==> config.mk <==
export PLATFORM = sky130hd
export DESIGN_NAME = uart_rx_fifo
export DESIGN_NICKNAME = d
export VERILOG_FILES = /design/src/rtl/uart_rx_pkg.sv /design/src/rtl/sync_fifo.sv /design/src/rtl/uart_rx_fifo.sv
export SDC_FILE = /design/constraint.sdc
export NUM_CORES = 1
export LEC_CHECK = 0
export ABC_AREA = 1
export CORE_ASPECT_RATIO = 1.4
export CORE_MARGIN = 4
export CORE_UTILIZATION = 48
export DETAILED_ROUTE_END_ITERATION = 6
export PLACE_DENSITY = 0.69
export SKIP_CTS_REPAIR_TIMING = 1
export SLEW_MARGIN = 20
export SYNTH_ARGS = -nofsm -noshare
export SYNTH_HDL_FRONTEND = slang
export SYNTH_SLANG_ARGS = --single-unit
==> constraint.sdc <==
create_clock -name i_clk -period 2.8 [get_ports i_clk]
set_input_delay 0.56 -clock i_clk [delete_from_list [all_inputs] [get_ports i_clk]]
set_output_delay 0.56 -clock i_clk [all_outputs]
set_load 0.01 [all_outputs]
==> src/rtl/uart_rx_pkg.sv <==
`default_nettype none
// +--------------------------------------------------------------------+
// | uart_rx_pkg : shared types and width helpers for the UART receiver |
// | Rev 1.0                                                            |
// +--------------------------------------------------------------------+
package uart_rx_pkg;

  typedef enum logic [2:0] {
    S_IDLE  = 3'd0,
    S_START = 3'd1,
    S_DATA  = 3'd2,
    S_STOP  = 3'd3,
    S_BREAK = 3'd4
  } rx_state_t;

  localparam int C_DEF_CLK_DIVIDER = 10104;
  localparam int C_DEF_FIFO_DEPTH  = 16;
  localparam int C_BYTE_W          = 8;
  localparam int C_BIT_IDX_W       = $clog2(C_BYTE_W);

  function automatic int cnt_width(input int clk_divider);
    return $clog2(clk_divider);
  endfunction

  function automatic int ptr_width(input int depth);
    return $clog2(depth);
  endfunction

endpackage
`default_nettype wire

==> src/rtl/sync_fifo.sv <==
`default_nettype none
// +--------------------------------------------------------------------+
// | sync_fifo : single-clock FIFO with registered head and full/empty  |
// | Rev 1.0                                                            |
// +--------------------------------------------------------------------+
module sync_fifo
  import uart_rx_pkg::*;
#(
  parameter int WIDTH = 8,
  parameter int DEPTH = C_DEF_FIFO_DEPTH
) (
  input  logic             i_clk,
  input  logic             i_rst_n,
  input  logic             i_push,
  input  logic [WIDTH-1:0] i_push_data,
  input  logic             i_pop,
  output logic [WIDTH-1:0] o_rd_data,
  output logic             o_rd_valid,
  output logic             o_full,
  output logic             o_empty
);

  localparam int PTR_W = ptr_width(DEPTH);
  localparam int CNT_W = PTR_W + 1;

  logic [WIDTH-1:0] r_mem [DEPTH];
  logic [PTR_W-1:0] r_wr_ptr;
  logic [PTR_W-1:0] r_rd_ptr;
  logic [CNT_W-1:0] r_count;
  logic [WIDTH-1:0] r_rd_data;
  logic             r_rd_valid;

  logic             w_pop;
  logic             w_push;
  logic [PTR_W-1:0] w_rd_next;
  logic [CNT_W-1:0] w_cnt_after_pop;

  assign o_full          = (r_count == CNT_W'(DEPTH));
  assign o_empty         = (r_count == '0);
  assign w_pop           = i_pop && r_rd_valid;
  assign w_push          = i_push && (!o_full || w_pop);
  assign w_rd_next       = r_rd_ptr + PTR_W'(w_pop);
  assign w_cnt_after_pop = r_count - CNT_W'(w_pop);

  always_ff @(posedge i_clk) begin
    if (w_push) begin
      r_mem[r_wr_ptr] <= i_push_data;
    end
  end

  // The head register only sees entries written before this edge, so a
  // slot being written now can never be the one being presented.
  always_ff @(posedge i_clk or negedge i_rst_n) begin
    if (!i_rst_n) begin
      r_wr_ptr   <= '0;
      r_rd_ptr   <= '0;
      r_count    <= '0;
      r_rd_data  <= '0;
      r_rd_valid <= 1'b0;
    end else begin
      r_wr_ptr   <= r_wr_ptr + PTR_W'(w_push);
      r_rd_ptr   <= w_rd_next;
      r_count    <= w_cnt_after_pop + CNT_W'(w_push);
      r_rd_valid <= (w_cnt_after_pop != '0);
      r_rd_data  <= r_mem[w_rd_next];
    end
  end

  assign o_rd_data  = r_rd_data;
  assign o_rd_valid = r_rd_valid;

endmodule
`default_nettype wire

==> src/rtl/uart_rx_fifo.sv <==
`default_nettype none
// +--------------------------------------------------------------------+
// | uart_rx_fifo : 8N1 UART receiver feeding a valid/ready output FIFO |
// | Rev 1.0                                                            |
// +--------------------------------------------------------------------+
module uart_rx_fifo
  import uart_rx_pkg::*;
#(
  parameter int G_CLK_DIVIDER = C_DEF_CLK_DIVIDER,
  parameter int G_FIFO_DEPTH  = C_DEF_FIFO_DEPTH
) (
  input  logic                i_clk,
  input  logic                i_rst_n,
  input  logic                i_uart_rx,
  output logic [C_BYTE_W-1:0] o_data,
  output logic                o_valid,
  input  logic                i_ready,
  output logic                o_frame_err,
  output logic                o_overflow,
  output logic                o_busy
);

  localparam int               CNT_W         = cnt_width(G_CLK_DIVIDER);
  localparam logic [CNT_W-1:0] C_FULL_SAMPLE = CNT_W'(G_CLK_DIVIDER - 1);
  localparam logic [CNT_W-1:0] C_HALF_SAMPLE = CNT_W'(G_CLK_DIVIDER / 2 - 1);

  logic [1:0]             r_sync;
  rx_state_t              r_state;
  rx_state_t              w_state_next;
  logic [CNT_W-1:0]       r_cnt;
  logic [C_BIT_IDX_W-1:0] r_bit_idx;
  logic [C_BYTE_W-1:0]    r_shift;
  logic                   r_push;
  logic                   r_frame_err;

  logic w_rx;
  logic w_sample;
  logic w_shift_en;
  logic w_push;
  logic w_frame_err;
  logic w_full;
  logic w_empty;
  logic w_pop;

  assign w_rx     = r_sync[1];
  assign w_sample = (r_state == S_START) ? (r_cnt == C_HALF_SAMPLE)
                                         : (r_cnt == C_FULL_SAMPLE);

  always_ff @(posedge i_clk or negedge i_rst_n) begin
    if (!i_rst_n) begin
      r_sync <= 2'b11;
    end else begin
      r_sync <= {r_sync[0], i_uart_rx};
    end
  end

  always_ff @(posedge i_clk or negedge i_rst_n) begin
    if (!i_rst_n) begin
      r_state <= S_IDLE;
    end else begin
      r_state <= w_state_next;
    end
  end

  always_comb begin
    w_state_next = r_state;
    w_shift_en   = 1'b0;
    w_push       = 1'b0;
    w_frame_err  = 1'b0;
    unique case (r_state)
      S_IDLE: begin
        if (!w_rx) w_state_next = S_START;
      end
      S_START: begin
        if (w_sample) w_state_next = w_rx ? S_IDLE : S_DATA;
      end
      S_DATA: begin
        if (w_sample) begin
          w_shift_en = 1'b1;
          if (r_bit_idx == C_BIT_IDX_W'(C_BYTE_W - 1)) w_state_next = S_STOP;
        end
      end
      S_STOP: begin
        if (w_sample) begin
          if (w_rx) begin
            w_push       = 1'b1;
            w_state_next = S_IDLE;
          end else begin
            w_frame_err  = 1'b1;
            w_state_next = S_BREAK;
          end
        end
      end
      S_BREAK: begin
        if (w_rx) w_state_next = S_IDLE;
      end
      default: w_state_next = S_IDLE;
    endcase
  end

  // Counter restarts on every state change and after each sample point.
  always_ff @(posedge i_clk or negedge i_rst_n) begin
    if (!i_rst_n) begin
      r_cnt       <= '0;
      r_bit_idx   <= '0;
      r_shift     <= '0;
      r_push      <= 1'b0;
      r_frame_err <= 1'b0;
    end else begin
      if ((w_state_next != r_state) || w_sample) begin
        r_cnt <= '0;
      end else begin
        r_cnt <= r_cnt + CNT_W'(1);
      end
      if (r_state != S_DATA) begin
        r_bit_idx <= '0;
      end else if (w_shift_en) begin
        r_bit_idx <= r_bit_idx + C_BIT_IDX_W'(1);
      end
      if (w_shift_en) begin
        r_shift[r_bit_idx] <= w_rx;
      end
      r_push      <= w_push;
      r_frame_err <= w_frame_err;
    end
  end

  // A push into a full FIFO survives only if the consumer pops in the same cycle.
  assign w_pop       = i_ready && o_valid && !w_empty;
  assign o_overflow  = r_push && w_full && !w_pop;
  assign o_frame_err = r_frame_err;
  assign o_busy      = (r_state != S_IDLE);

  sync_fifo #(
    .WIDTH (C_BYTE_W),
    .DEPTH (G_FIFO_DEPTH)
  ) u_fifo (
    .i_clk       (i_clk),
    .i_rst_n     (i_rst_n),
    .i_push      (r_push),
    .i_push_data (r_shift),
    .i_pop       (w_pop),
    .o_rd_data   (o_data),
    .o_rd_valid  (o_valid),
    .o_full      (w_full),
    .o_empty     (w_empty)
  );

endmodule
`default_nettype wire

==> metrics.cfg <==
[clock_network]
cts_root_buffer = clkbuf_16
numCtsBuffers = 17
clkTransAtPathRegs_ns = 0.06
cts_max_level = 4
clk_latency_ns = 0.41
cts_tree = yes
cts_buffer_depth = 2
cts_sinks = 182

[logic_synthesis]
synthDistinctLibCells = 37
ys_warn_count = 0
postSynthCellCount = 616
synth_seq_cells = 182
synth_top_area_share_pct = 50.7
synth_edf_count = 128
synth_fp_nets = 631
yosys_most_used_dff = edfxtp_1
synth_most_common_cell = edfxtp_1
synth.top_cells.by_count = edfxtp_1, nor2_1, dfrtp_1, nand2_1, o21ai_0
syn_avg_cell_area_um2 = 12.3
synth_area_leaders = edfxtp_1, dfrtp_1, nor2_1
ys_async_sr_fraction_pct = 29.7
synth-seq-area-share_pct = 68.6
synth_area_um2 = 7580
yosysTopAreaCell = edfxtp_1

[finish]
nets = 673
syn_to_final_growth_pct = 15.4
stdcell_area_um2 = 8750
diodes = 0
final_layout_size_suffix_gt1_share_pct = 14.1
fin_util_pct = 56.3

[global_routing]
grt_pass1_wl_mm = 25.6
grt_start_max_net_pins = 56
grt_pass1_vias = 4806
antenna_found_initial = 0
overflow = 0
grt_usage_pct = 18.7

[pwr]
ir_drop_mv = 0.839
powerDensity_nw_per_um2 = 929
p_total_mw = 8.13
p_leak_nw = 3.64

[floorplan]
start_util_pct = 48.8
dieHeight_um = 157
num_rows = 54
die-area_um2 = 17900
die_width_um = 114
ios = 16
coreArea_um2 = 15500

[sta]
maxSlewViolCount = 0
fin_crit_sh_pct = 95.3
fmax_mhz = 375
relSlewSlack_pct = 55.9
worst_pin_slew_ns = 0.661
fin_skew_ns = 0.00882
hold_ws_ns = 0.0914
fin_ws_ns = 0.131
setup-violations-final = 0
hold_viol_final = 0
fin_crit_ns = 2.67
rsz0062_at_grt = false

[critical_path]
worst_ep_required_time_ns = 2.24
critPathCaptureType = output port
reg2reg_depth = 12
critPathCapture = o_overflow
path_max_fanout = 2
criticalPathCategory = input port to output port
crit_start = i_ready
r2r_end = u_fifo.o_rd_data[0]
r2r_start = u_fifo.r_count[2]
cp.arrival_ns = 2.11
critPathLaunchType = input port
r2r_slack_ns = 0.30

[run]
timing.max_cap.violations = 0

[routing]
drc = 0
drt-initial-drc-count = 333
routedWlPerCell_um = 18.0
firstDrtPassIters = 5
drt_wl_total_mm = 15.5
vias = 4781
vias_per_cell = 5.53
drtAntennaViolNets = 0

[run_status]
outcome = completed

[placed_design]
dp_slack_ns = -0.0257
io_buffers = 15
dp_hpwl_mm = 10.3
place_congestion = 0.822
placed_area_um2 = 8190

[worst_hold_path]
hp-class = input port to asynchronous set/reset pin

-- report_power, final --
part / switching (mW) / leakage, nW / total, mW / internal [mW]
combinational: 1.68 / 1.21 / 2.82 / 1.14
sequential: 0.0689 / 2.18 / 3.06 / 2.99
clock: 0.947 / 0.256 / 2.25 / 1.30
-- worst min path at each step --
stage | from | endpoint | slack [ns]
detailed placement | r_sync[0] | r_sync[1] | 0.35
floorplan | i_rst_n | o_frame_err | 0.26
finish | i_rst_n | r_cnt[5] | 0.09
global route | i_rst_n | r_shift[2] | 0.11
CTS | i_rst_n | r_cnt[5] | 0.09
global placement | r_sync[0] | r_sync[1] | 0.35
-- routing by layer --
metal,track usage (%),wire length (um),up-vias
met5,0,0,-
met1,23.7,6490,2399
met2,32.6,8220,112
met3,3.48,596,13
met4,5.60,225,0
li1,-,-,2257
-- registers in the layout, summed over array words and instances (netlist names) --
signal and count:
u_fifo.o_rd_valid 1, u_fifo.o_rd_data 8, r_sync 2, r_cnt 14
o_frame_err 1, r_bit_idx 3, r_state 3, u_fifo.r_rd_ptr 4
u_fifo.r_wr_ptr 4, u_fifo.r_mem 128, u_fifo.r_count 5, r_push 1
r_shift 8
-- cell usage in the layout, fill, tap and decap left out, types with 5 or more instances in the layout --
cell type | synthesis | final
edfxtp_1 | 128 | 128
nand3_1 | 13 | 13
o32ai_1 | 16 | 16
nor2_1 | 115 | 115
nand2_1 | 51 | 51
clkbuf_16 | 0 | 17
nor3_1 | 5 | 5
o21ai_0 | 45 | 45
clkinvlp_4 | 0 | 5
clkdlybuf4s50_1 | 0 | 14
dfrtp_1 | 52 | 52
inv_1 | 44 | 44
buf_4 | 0 | 25
o211ai_1 | 16 | 16
xor2_1 | 14 | 13
nand2_2 | 7 | 7
mux2i_1 | 16 | 16
nor2_2 | 11 | 11
xnor2_1 | 6 | 6
ha_1 | 11 | 10
o221ai_1 | 16 | 16
buf_12 | 0 | 6
-- worst max-delay path, cell delays in order --
cell	delay [ns]
clkdlybuf4s50_1	0.40
nand2_1	0.06
inv_1	0.05
buf_4	0.13
nor4_1	0.30
clkdlybuf4s50_1	0.61
-- stage by stage --
stage	cells	setup TNS, ns
floorplan	616	0
global placement	835	-0.0196
detailed placement	835	-0.0257
CTS	865	0
global route	865	0
finish	865	0
-- kinds of logic after synthesis --
logic type	share of synthesized area (%)
AO/OA/AOI/OAI	8.80
adder cells (fa/ha/maj)	1.82
AND/OR/NAND/NOR	12.7
multiplexers	2.11
buffers and inverters	3.70
flip-flops	68.6
XOR/XNOR	2.31
-- area by class of cell --
cell class / instances / area (um^2)
fill: 1268 / 6790
sequential: 182 / 5200
multi-input combinational: 363 / 2110
timing repair buffer: 46 / 453
clock buffer: 18 / 429
tap: 196 / 245
inverter: 48 / 180
clock inverter: 12 / 131
No activity file was read; power rests on OpenSTA's default activity.
